===== src/rtl/display_pkg.sv =====
// Shared types and default geometry for the display sequencer.
// The top module and the raster counter both import this package.
package display_pkg;

  typedef enum logic [1:0] {
    S_IDLE  = 2'd0,
    S_CLEAR = 2'd1,
    S_DRAW  = 2'd2,
    S_HOLD  = 2'd3
  } state_e;

  localparam int CW_DEF       = 12;
  localparam int H_PIX_DEF    = 160;
  localparam int V_PIX_DEF    = 120;
  localparam int HOLD_CYC_DEF = 25000000;

endpackage


===== src/rtl/raster_counter.sv =====
// Raster x/y sweep used to clear the frame buffer.
// It wraps x at the end of each line and flags the final pixel of the frame.
module raster_counter
  import display_pkg::*;
#(
  parameter int H_PIX = H_PIX_DEF,
  parameter int V_PIX = V_PIX_DEF,
  parameter int XW    = 8,
  parameter int YW    = 8
) (
  input  logic          clk,
  input  logic          rst,
  input  logic          clr_i,
  input  logic          adv_i,
  output logic [XW-1:0] x_o,
  output logic [YW-1:0] y_o,
  output logic          last_o
);

  localparam int XCW = (H_PIX > 1) ? $clog2(H_PIX) : 1;
  localparam int YCW = (V_PIX > 1) ? $clog2(V_PIX) : 1;
  localparam logic [XCW-1:0] X_LAST = XCW'(H_PIX - 1);
  localparam logic [YCW-1:0] Y_LAST = YCW'(V_PIX - 1);

  logic [XCW-1:0] x_q, x_d;
  logic [YCW-1:0] y_q, y_d;
  logic           x_last;

  assign x_last = (x_q == X_LAST);
  assign last_o = x_last && (y_q == Y_LAST);
  assign x_o    = XW'(x_q);
  assign y_o    = YW'(y_q);

  always_comb begin
    // NOTE: defaults first so every path assigns x_d/y_d and no latch is inferred.
    x_d = x_q;
    y_d = y_q;
    if (clr_i) begin
      x_d = '0;
      y_d = '0;
    end else if (adv_i) begin
      if (x_last) begin
        x_d = '0;
        y_d = (y_q == Y_LAST) ? '0 : y_q + 1'b1;
      end else begin
        x_d = x_q + 1'b1;
      end
    end
  end

  // NOTE: sequential state uses non-blocking assignments so all registers update together.
  always_ff @(posedge clk or posedge rst) begin
    if (rst) begin
      x_q <= '0;
      y_q <= '0;
    end else begin
      x_q <= x_d;
      y_q <= y_d;
    end
  end

endmodule


===== src/rtl/display_sequencer.sv =====
// Frame sequencer: clears the buffer, arbitrates draw engines one at a time,
// then holds the finished frame before idling or restarting.
module display_sequencer
  import display_pkg::*;
#(
  parameter int H_PIX    = H_PIX_DEF,
  parameter int V_PIX    = V_PIX_DEF,
  parameter int XW       = 8,
  parameter int YW       = 8,
  parameter int NCH      = 2,
  parameter int HOLD_CYC = HOLD_CYC_DEF,
  parameter int CW       = CW_DEF
) (
  input  logic              clk,
  input  logic              rst,
  input  logic              start,
  input  logic              abort,
  input  logic              auto_mode,
  input  logic [CW-1:0]     bg_color,
  input  logic              wr_ready,
  output logic [XW-1:0]     CounterX,
  output logic [YW-1:0]     CounterY,
  output logic [CW-1:0]     color,
  output logic              wr_en,
  output logic [NCH-1:0]    lock,
  input  logic [NCH-1:0]    eng_valid,
  input  logic [NCH*XW-1:0] eng_x,
  input  logic [NCH*YW-1:0] eng_y,
  input  logic [NCH*CW-1:0] eng_color,
  input  logic [NCH-1:0]    eng_done,
  output logic [NCH-1:0]    eng_ready,
  output logic              busy,
  output logic              frame_done
);

  localparam int CHW = (NCH > 1) ? $clog2(NCH) : 1;
  localparam logic [CHW-1:0] CH_LAST   = CHW'(NCH - 1);
  localparam logic [XW-1:0]  X_LIM     = XW'(H_PIX);
  localparam logic [YW-1:0]  Y_LIM     = YW'(V_PIX);
  localparam logic [31:0]    HOLD_LAST = 32'(HOLD_CYC - 1);

  state_e         state_q, state_d;
  logic [CHW-1:0] ch_q, ch_d;
  logic [31:0]    hold_q, hold_d;

  // One-deep output stage between the granted engine and the frame buffer.
  logic           ov_q, ov_d;
  logic [XW-1:0]  ox_q, ox_d;
  logic [YW-1:0]  oy_q, oy_d;
  logic [CW-1:0]  oc_q, oc_d;

  logic [XW-1:0]  rx;
  logic [YW-1:0]  ry;
  logic           r_last;

  logic           sel_valid, sel_done, in_range, take, load;
  logic [XW-1:0]  sel_x;
  logic [YW-1:0]  sel_y;
  logic [CW-1:0]  sel_c;

  raster_counter #(
    .H_PIX (H_PIX),
    .V_PIX (V_PIX),
    .XW    (XW),
    .YW    (YW)
  ) u_raster (
    .clk    (clk),
    .rst    (rst),
    .clr_i  (state_q != S_CLEAR),
    .adv_i  ((state_q == S_CLEAR) && wr_ready),
    .x_o    (rx),
    .y_o    (ry),
    .last_o (r_last)
  );

  always_comb begin
    sel_valid = eng_valid[ch_q];
    sel_done  = eng_done[ch_q];
    sel_x     = eng_x[int'(ch_q)*XW +: XW];
    sel_y     = eng_y[int'(ch_q)*YW +: YW];
    sel_c     = eng_color[int'(ch_q)*CW +: CW];
  end

  assign in_range = (sel_x < X_LIM) && (sel_y < Y_LIM);
  assign take     = (state_q == S_DRAW) && (!ov_q || wr_ready);
  // Off-screen coordinates are consumed but never reach the output stage.
  assign load     = take && sel_valid && in_range;

  always_comb begin
    state_d    = state_q;
    ch_d       = ch_q;
    hold_d     = hold_q;
    ov_d       = ov_q;
    ox_d       = ox_q;
    oy_d       = oy_q;
    oc_d       = oc_q;
    CounterX   = '0;
    CounterY   = '0;
    color      = '0;
    wr_en      = 1'b0;
    lock       = '0;
    eng_ready  = '0;
    frame_done = 1'b0;
    busy       = (state_q != S_IDLE);

    unique case (state_q)
      S_IDLE: begin
        if (start) begin
          state_d = S_CLEAR;
          ch_d    = '0;
        end
      end
      S_CLEAR: begin
        wr_en    = 1'b1;
        CounterX = rx;
        CounterY = ry;
        color    = bg_color;
        if (wr_ready && r_last) begin
          state_d = S_DRAW;
          ch_d    = '0;
        end
      end
      S_DRAW: begin
        lock[ch_q]      = 1'b1;
        eng_ready[ch_q] = take;
        wr_en           = ov_q;
        CounterX        = ox_q;
        CounterY        = oy_q;
        color           = oc_q;
        if (ov_q && wr_ready) ov_d = 1'b0;
        if (load) begin
          ov_d = 1'b1;
          ox_d = sel_x;
          oy_d = sel_y;
          oc_d = sel_c;
        end
        // Hand over only once nothing from this engine is still in flight.
        if (sel_done && !ov_q && !load) begin
          if (ch_q == CH_LAST) begin
            state_d = S_HOLD;
            hold_d  = '0;
          end else begin
            ch_d = ch_q + 1'b1;
          end
        end
      end
      S_HOLD: begin
        hold_d = hold_q + 32'd1;
        if (hold_q == HOLD_LAST) begin
          frame_done = 1'b1;
          state_d    = auto_mode ? S_CLEAR : S_IDLE;
        end
      end
      default: state_d = S_IDLE;
    endcase

    if (abort) begin
      state_d = S_IDLE;
      ch_d    = '0;
      ov_d    = 1'b0;
    end
  end

  always_ff @(posedge clk or posedge rst) begin
    if (rst) begin
      state_q <= S_IDLE;
      ch_q    <= '0;
      hold_q  <= '0;
      ov_q    <= 1'b0;
      ox_q    <= '0;
      oy_q    <= '0;
      oc_q    <= '0;
    end else begin
      state_q <= state_d;
      ch_q    <= ch_d;
      hold_q  <= hold_d;
      ov_q    <= ov_d;
      ox_q    <= ox_d;
      oy_q    <= oy_d;
      oc_q    <= oc_d;
    end
  end

endmodule


===== config.mk =====
export PLATFORM = sky130hd
export DESIGN_NAME = display_sequencer
export DESIGN_NICKNAME = d
export VERILOG_FILES = /design/src/rtl/display_pkg.sv /design/src/rtl/raster_counter.sv /design/src/rtl/display_sequencer.sv
export SDC_FILE = /design/constraint.sdc
export NUM_CORES = 1
export LEC_CHECK = 0
export BUFFER_PORTS_ARGS = -buffer_cell sky130_fd_sc_hd__buf_4
export CAP_MARGIN = 20
export CORE_MARGIN = 5
export CORE_UTILIZATION = 58
export DETAILED_ROUTE_END_ITERATION = 7
export PLACE_DENSITY = 0.82
export SYNTH_ARGS = -nofsm -noshare
export SYNTH_HDL_FRONTEND = slang
export SYNTH_SLANG_ARGS = --single-unit

===== constraint.sdc =====
create_clock -name clk -period 4.7 [get_ports clk]
set_clock_uncertainty 0.1 [all_clocks]
set_input_delay 0.47 -clock clk [delete_from_list [all_inputs] [get_ports clk]]
set_output_delay 0.47 -clock clk [all_outputs]
set_load 0.03 [all_outputs]

Word level (Yosys, flattened, before mapping)
Cells that the tools add are included.
{ "word_totals": {"ff_bits": 79, "output_inout_bits": 35, "word_cells": 106} }
{ "classes": {"add_sub_neg": 4, "n_mul": 1, "order_cmp": 4, "n_eq_ne": 14, "shifts": 3, "n_mux": 42, "n_bitwise": 1, "reduce_logical": 28} }
{ "op_table": {"columns": ["cell", "n"], "rows": [
  ["32-bit 2-to-1 mux", 2],
  ["32-bit one-hot mux with 2 select lines", 1],
  ["32-bit by 1-bit adder with 32-bit output (second input constant)", 1],
  ["32-bit by 25-bit == test with 1-bit output (second input constant)", 1],
  ["8-bit one-hot mux with 2 select lines", 2],
  ["16-bit by 5-bit indexed part select with 8-bit output", 2],
  ["7-bit 2-to-1 mux", 4],
  ["8-bit 2-to-1 mux", 3],
  ["12-bit one-hot mux with 2 select lines", 1],
  ["24-bit by 6-bit indexed part select with 12-bit output", 1],
  ["1-bit 2-to-1 mux", 17],
  ["2-bit 2-to-1 mux", 8],
  ["1-bit logical AND", 11],
  ["2-bit nonzero test", 5],
  ["3-bit != test (second input constant)", 3],
  ["8-bit by 1-bit adder with 8-bit output (second input constant)", 1],
  ["8-bit == test (second input constant)", 1],
  ["8-bit by 7-bit < comparator with 1-bit output (second input constant)", 1],
  ["8-bit < comparator (second input constant)", 1],
  ["2-bit one-hot mux with 4 select lines", 1],
  ["7-bit by 1-bit adder with 7-bit output (second input constant)", 1],
  ["7-bit == test (second input constant)", 1],
  ["3-bit by 2-bit != test with 1-bit output (second input constant)", 2],
  ["2-bit AND reduction", 3],
  ["other kinds (20)", 23]
]} }

Longest topological paths before layout
{ "logic_depth": {"word_depth": 10, "depth_mapped": 9, "mapped_depth_nobuf": 8} }

Cells and area by module
Synthesis repeated with hierarchy kept, for this count alone.
{ "unflattened": {"cells_unflattened": 541, "hier_area_um2": 4829.6} }
{ "modules_own_cells": {"columns": ["module", "instances", "cells_each", "area_per_inst_um2", "seq_area_each_um2"], "rows": [
  ["display_sequencer", 1, 452, 3971.3, 1601.5],
  ["raster_counter", 1, 89, 858.3, 375.4]
]} }

Worst setup path after synthesis
Ideal clock, no wire load.
{ "synth_path": {"path_kind": "reg-to-output", "startpoint": "register hold_q[0]", "endpoint": "output port frame_done", "arrival_ns": 1.894, "path_slack_ns": 2.236, "path_stages_with_launch": 6, "cell_sequence": "dfrtp_1 > ha_1 > nand3_2 > or2_0 > or4_4 > nor2_1"} }
{ "synth_between": {"elab_chain_cells": 3} }
{ "synth_rtl": {"columns": ["item", "line_no", "source"], "rows": [
  ["from (decl)", "display_sequencer.sv:44", "logic [31:0] hold_q, hold_d;"],
  ["from (signal assigned)", "display_sequencer.sv:176", "hold_q <= hold_d;"],
  ["32-bit by 25-bit == test with 1-bit output", "display_sequencer.sv:149", "if (hold_q == HOLD_LAST) begin"],
  ["1-bit 2-to-1 mux", "display_sequencer.sv:149", null],
  ["1-bit 2-to-1 mux", "display_sequencer.sv:106", "unique case (state_q)"],
  ["to (decl)", "display_sequencer.sv:33", "output logic frame_done"]
]} }
Every way passes these cells.

Worst setup path after layout
{ "layout_path": {"startpoint": "register state_q[0]", "endpoint": "register hold_q[24]"} }
{ "layout_between": {"elab_chain_cells": 8, "elab_cells_between_ends": 12} }
{ "layout_rtl": {"columns": ["item", "line_no", "source"], "rows": [
  ["from (decl)", "display_sequencer.sv:42", "state_e state_q, state_d;"],
  ["from (signal assigned)", "display_sequencer.sv:174", "state_q <= state_d;"],
  ["2-bit == test", "display_sequencer.sv:85, display_sequencer.sv:106", null],
  ["1-bit logical AND", "display_sequencer.sv:85", "assign take = (state_q == S_DRAW) && (!ov_q || wr_ready);"],
  ["1-bit logical AND (2 in a row)", "display_sequencer.sv:87", "assign load = take && sel_valid && in_range;"],
  ["1-bit logical NOT", "display_sequencer.sv:138", "if (sel_done && !ov_q && !load) begin"],
  ["1-bit logical AND", "display_sequencer.sv:138", null],
  ["2-bit by 1-bit != test with 1-bit output (no source line)", null, null],
  ["3-bit AND reduction (no source line)", null, null]
]} }
Parallel ways exist; a longest one is shown, timed or not.
A chain may end at the register's enable or synchronous reset.

==> flow_metrics.tcl <==
set metrics [dict create \
    multi_input_area_mm2 0.00253 \
    synth_simple_gate_area_share_pct 25.4 \
    period_needed_ns 3.60 \
    wl_um 13100 \
    synthAdderAreaFrac_pct 2.14 \
    cp.arrival_ns 3.78 \
    post_cts_buffers 0 \
    hold_viol 0 \
    critPathLaunchType "flop" \
    ctsHoldBuffers 0 \
    rows 32 \
    drc 0 \
    max_freq_mhz 278 \
    worstMarginPinSlew_ns 0.984 \
    diodes 0 \
    dr_total_vias 4437 \
    drtIter0Drc 247 \
    slew_headroom_pct 33.9 \
    hp-class "input port to flop" \
    syn_avg_cell_area_um2 8.94 \
    overflow 0 \
    async_reset_ff_share_pct 100 \
    wire_per_inst_um 17.9 \
    outcome "complete, no violations" \
    fin_util_pct 74.0 \
    tns_ns 0 \
    muxShareOfSynthArea_pct 5.99 \
    ios 113 \
    ir_drop_mv 0.254 \
    ys_ff_latch 79 \
    grt_pass1_wl_um 21600 \
    syn_nets 610 \
    die_x_um 99.8 \
    drive_gt1_share_pct 23.4 \
    netlist_instances 524 \
    hpwl_um 9540 \
    htreeDepth 3 \
    n_fill_cell 605 \
    area_growth_pct 23.3 \
    synth_cell_types 54 \
    cts.sinks 79 \
    vias_per_cell 6.09 \
    path_class "flop to flop" \
    final_nets 709 \
    yosys_warnings 0 \
    slew_violations 0 \
    ys_seq_area_share_pct 42.2 \
    crit_required_ns 4.88 \
    finalCritPeriodShare_pct 76.6 \
    cts_tree "built" \
    grt_pass1_vias 4496 \
    clock-root-buffer "clkbuf_8" \
    die_h_um 99.8 \
    clk_pin_slew_ns 0.08 \
    syn_area_mm2 0.00468 \
    clk_path_buf_depth 2 \
    p_leak_nw 2.48 \
    layout_commonest_cell "buf_4" \
    insertion_delay_ns 0.33 \
    cap_violations 0 \
    synth_top_family_by_area "simple AND/OR/NAND/NOR gates" \
    setup-violations-final 0 \
    synthXorXnorAreaFrac_pct 3.37 \
    antenna_found_initial 0 \
    synth_compound_gate_area_share_pct 16.9 \
    grt_setup_unrepaired "no" \
    worst_setup_path_end_kind "flop" \
    drtAntennaViolNets 0 \
    crit_path_max_fanout 21 \
    core-area_mm2 0.00781 \
    firstDrtPassIters 5 \
    ys.flop_type "dfrtp_1" \
    die_area_mm2 0.00997 \
    cts_resized 0 \
    numCtsBuffers 9 \
    power_density_mw_per_mm2 382 \
    start_util_pct 60.0 \
    grt_max_degree 59 \
    synth_edf_count 0 \
    ff_latch_area_mm2 0.00198 \
    io_buffer_count 112 \
    gr-usage-all-layers_pct 26.9 \
    layout_common_cells "118 x buf_4, 78 x dfrtp_1, 60 x nor2_1" \
    place_congestion 0.922 \
]
logic make-up (layout without fill, tap and decap cells):
| logic type | after synthesis | after routing |
|---|---|---|
| and+or+nand+nor | 221 | 221 |
| AOI/OAI and AO/OA | 122 | 122 |
| buffers and inverters | 48 | 151 |
| DFF | 79 | 79 |
| muxes | 28 | 28 |
| adders and majority gates | 8 | 8 |
| xor gates and xnor gates | 18 | 18 |
critical path, stage by stage, from the launching register on:
cell,delay [ns]
dfrtp_1,0.42
inv_1,0.17
ha_1,0.64
o2111ai_1,0.32
nor4_4,0.80
nor3_2,0.20
buf_4,0.27
or4_1,0.53
nand2_1,0.09
cell type report:
cell class,instances,share of cell area (%)
Clock buffer,11,2.45
Clock inverter,4,0.390
Inverter,16,1.04
Multi-Input combinational cell,397,43.8
Sequential cell,79,34.3
Tap cell,102,2.21
Timing Repair Buffer,120,15.9
flip-flops by register name (all words and copies together), names as in the netlist, 2 cells and up:
name,flops
hold_q,32
oc_q,12
ox_q,8
oy_q,8
u_raster.x_o,8
u_raster.y_q,7
state_q,2
power by group:
part           internal, W  total (W)  switching (W)  leakage [nW]
combinational     0.000349   0.000832       0.000484          1.34
clock             0.000201   0.000444       0.000243        0.0850
sequential        0.000814   0.000928       0.000113          1.06
total              0.00136    0.00220       0.000840          2.48
layer usage:
layer,vias to the layer above,global-route usage (%),wire length (µm),part of all wire [%]
met3,15,5.21,1050,8.0
met1,2146,37.3,5490,42
met2,193,43.6,6380,49
met5,-,0,0,0
li1,2083,-,-,-
met4,0,6.62,140,1.1
metrics by stage:
stage          cells  hold slack [ns]  total power (W)  cell area (µm²)  setup WS (ns)
3_3_place_gp     712            0.398          0.00173             5580           1.38
2_1_floorplan    524            0.355          0.00149             4680           2.11
5_1_grt          729            0.229          0.00234             5770          0.921
6_report         729            0.241          0.00220             5770           1.10
3_5_place_dp     712            0.388          0.00176             5580           1.19
4_1_cts          727            0.228          0.00220             5740           1.17
path summary, 6_finish.rpt:
check	from	end	slack (ns)	depth (start not counted)
min reg2reg	oy_q[7]$_DFFE_PP0P_	oy_q[7]$_DFFE_PP0P_	0.41	1
min in group asynchronous	rst	hold_q[19]$_DFFE_PP0P_	0.50	3
min	abort	ch_q$_DFFE_PP0P_	0.24	2
max reg2reg	state_q[0]$_DFFE_PP0P_	hold_q[24]$_DFFE_PP0P_	1.10	8
max in group asynchronous	rst	u_raster.y_q[2]$_DFFE_PP0P_	3.06	5
max	state_q[0]$_DFFE_PP0P_	hold_q[24]$_DFFE_PP0P_	1.10	8
cells in the mapped netlist, types with 6 or more instances:
cell | instances | area [µm²]
mux2i_1 | 28 | 280
xnor2_1 | 11 | 96.3
inv_1 | 16 | 60.1
ha_1 | 8 | 100
clkbuf_1 | 24 | 90.1
nor4_1 | 6 | 37.5
nor2_1 | 60 | 225
nand2_1 | 32 | 120
or3_1 | 7 | 43.8
a22oi_1 | 27 | 203
nor2b_1 | 30 | 188
o21ai_0 | 15 | 75.1
nand4_1 | 11 | 68.8
xor2_1 | 7 | 61.3
o31ai_1 | 7 | 52.6
o211ai_1 | 6 | 45.0
nand3_1 | 17 | 85.1
or4_1 | 12 | 90.1
dfrtp_1 | 79 | 1980
nor3_1 | 13 | 65.1
a21oi_1 | 48 | 240
(Power assumes the default switching activity.)
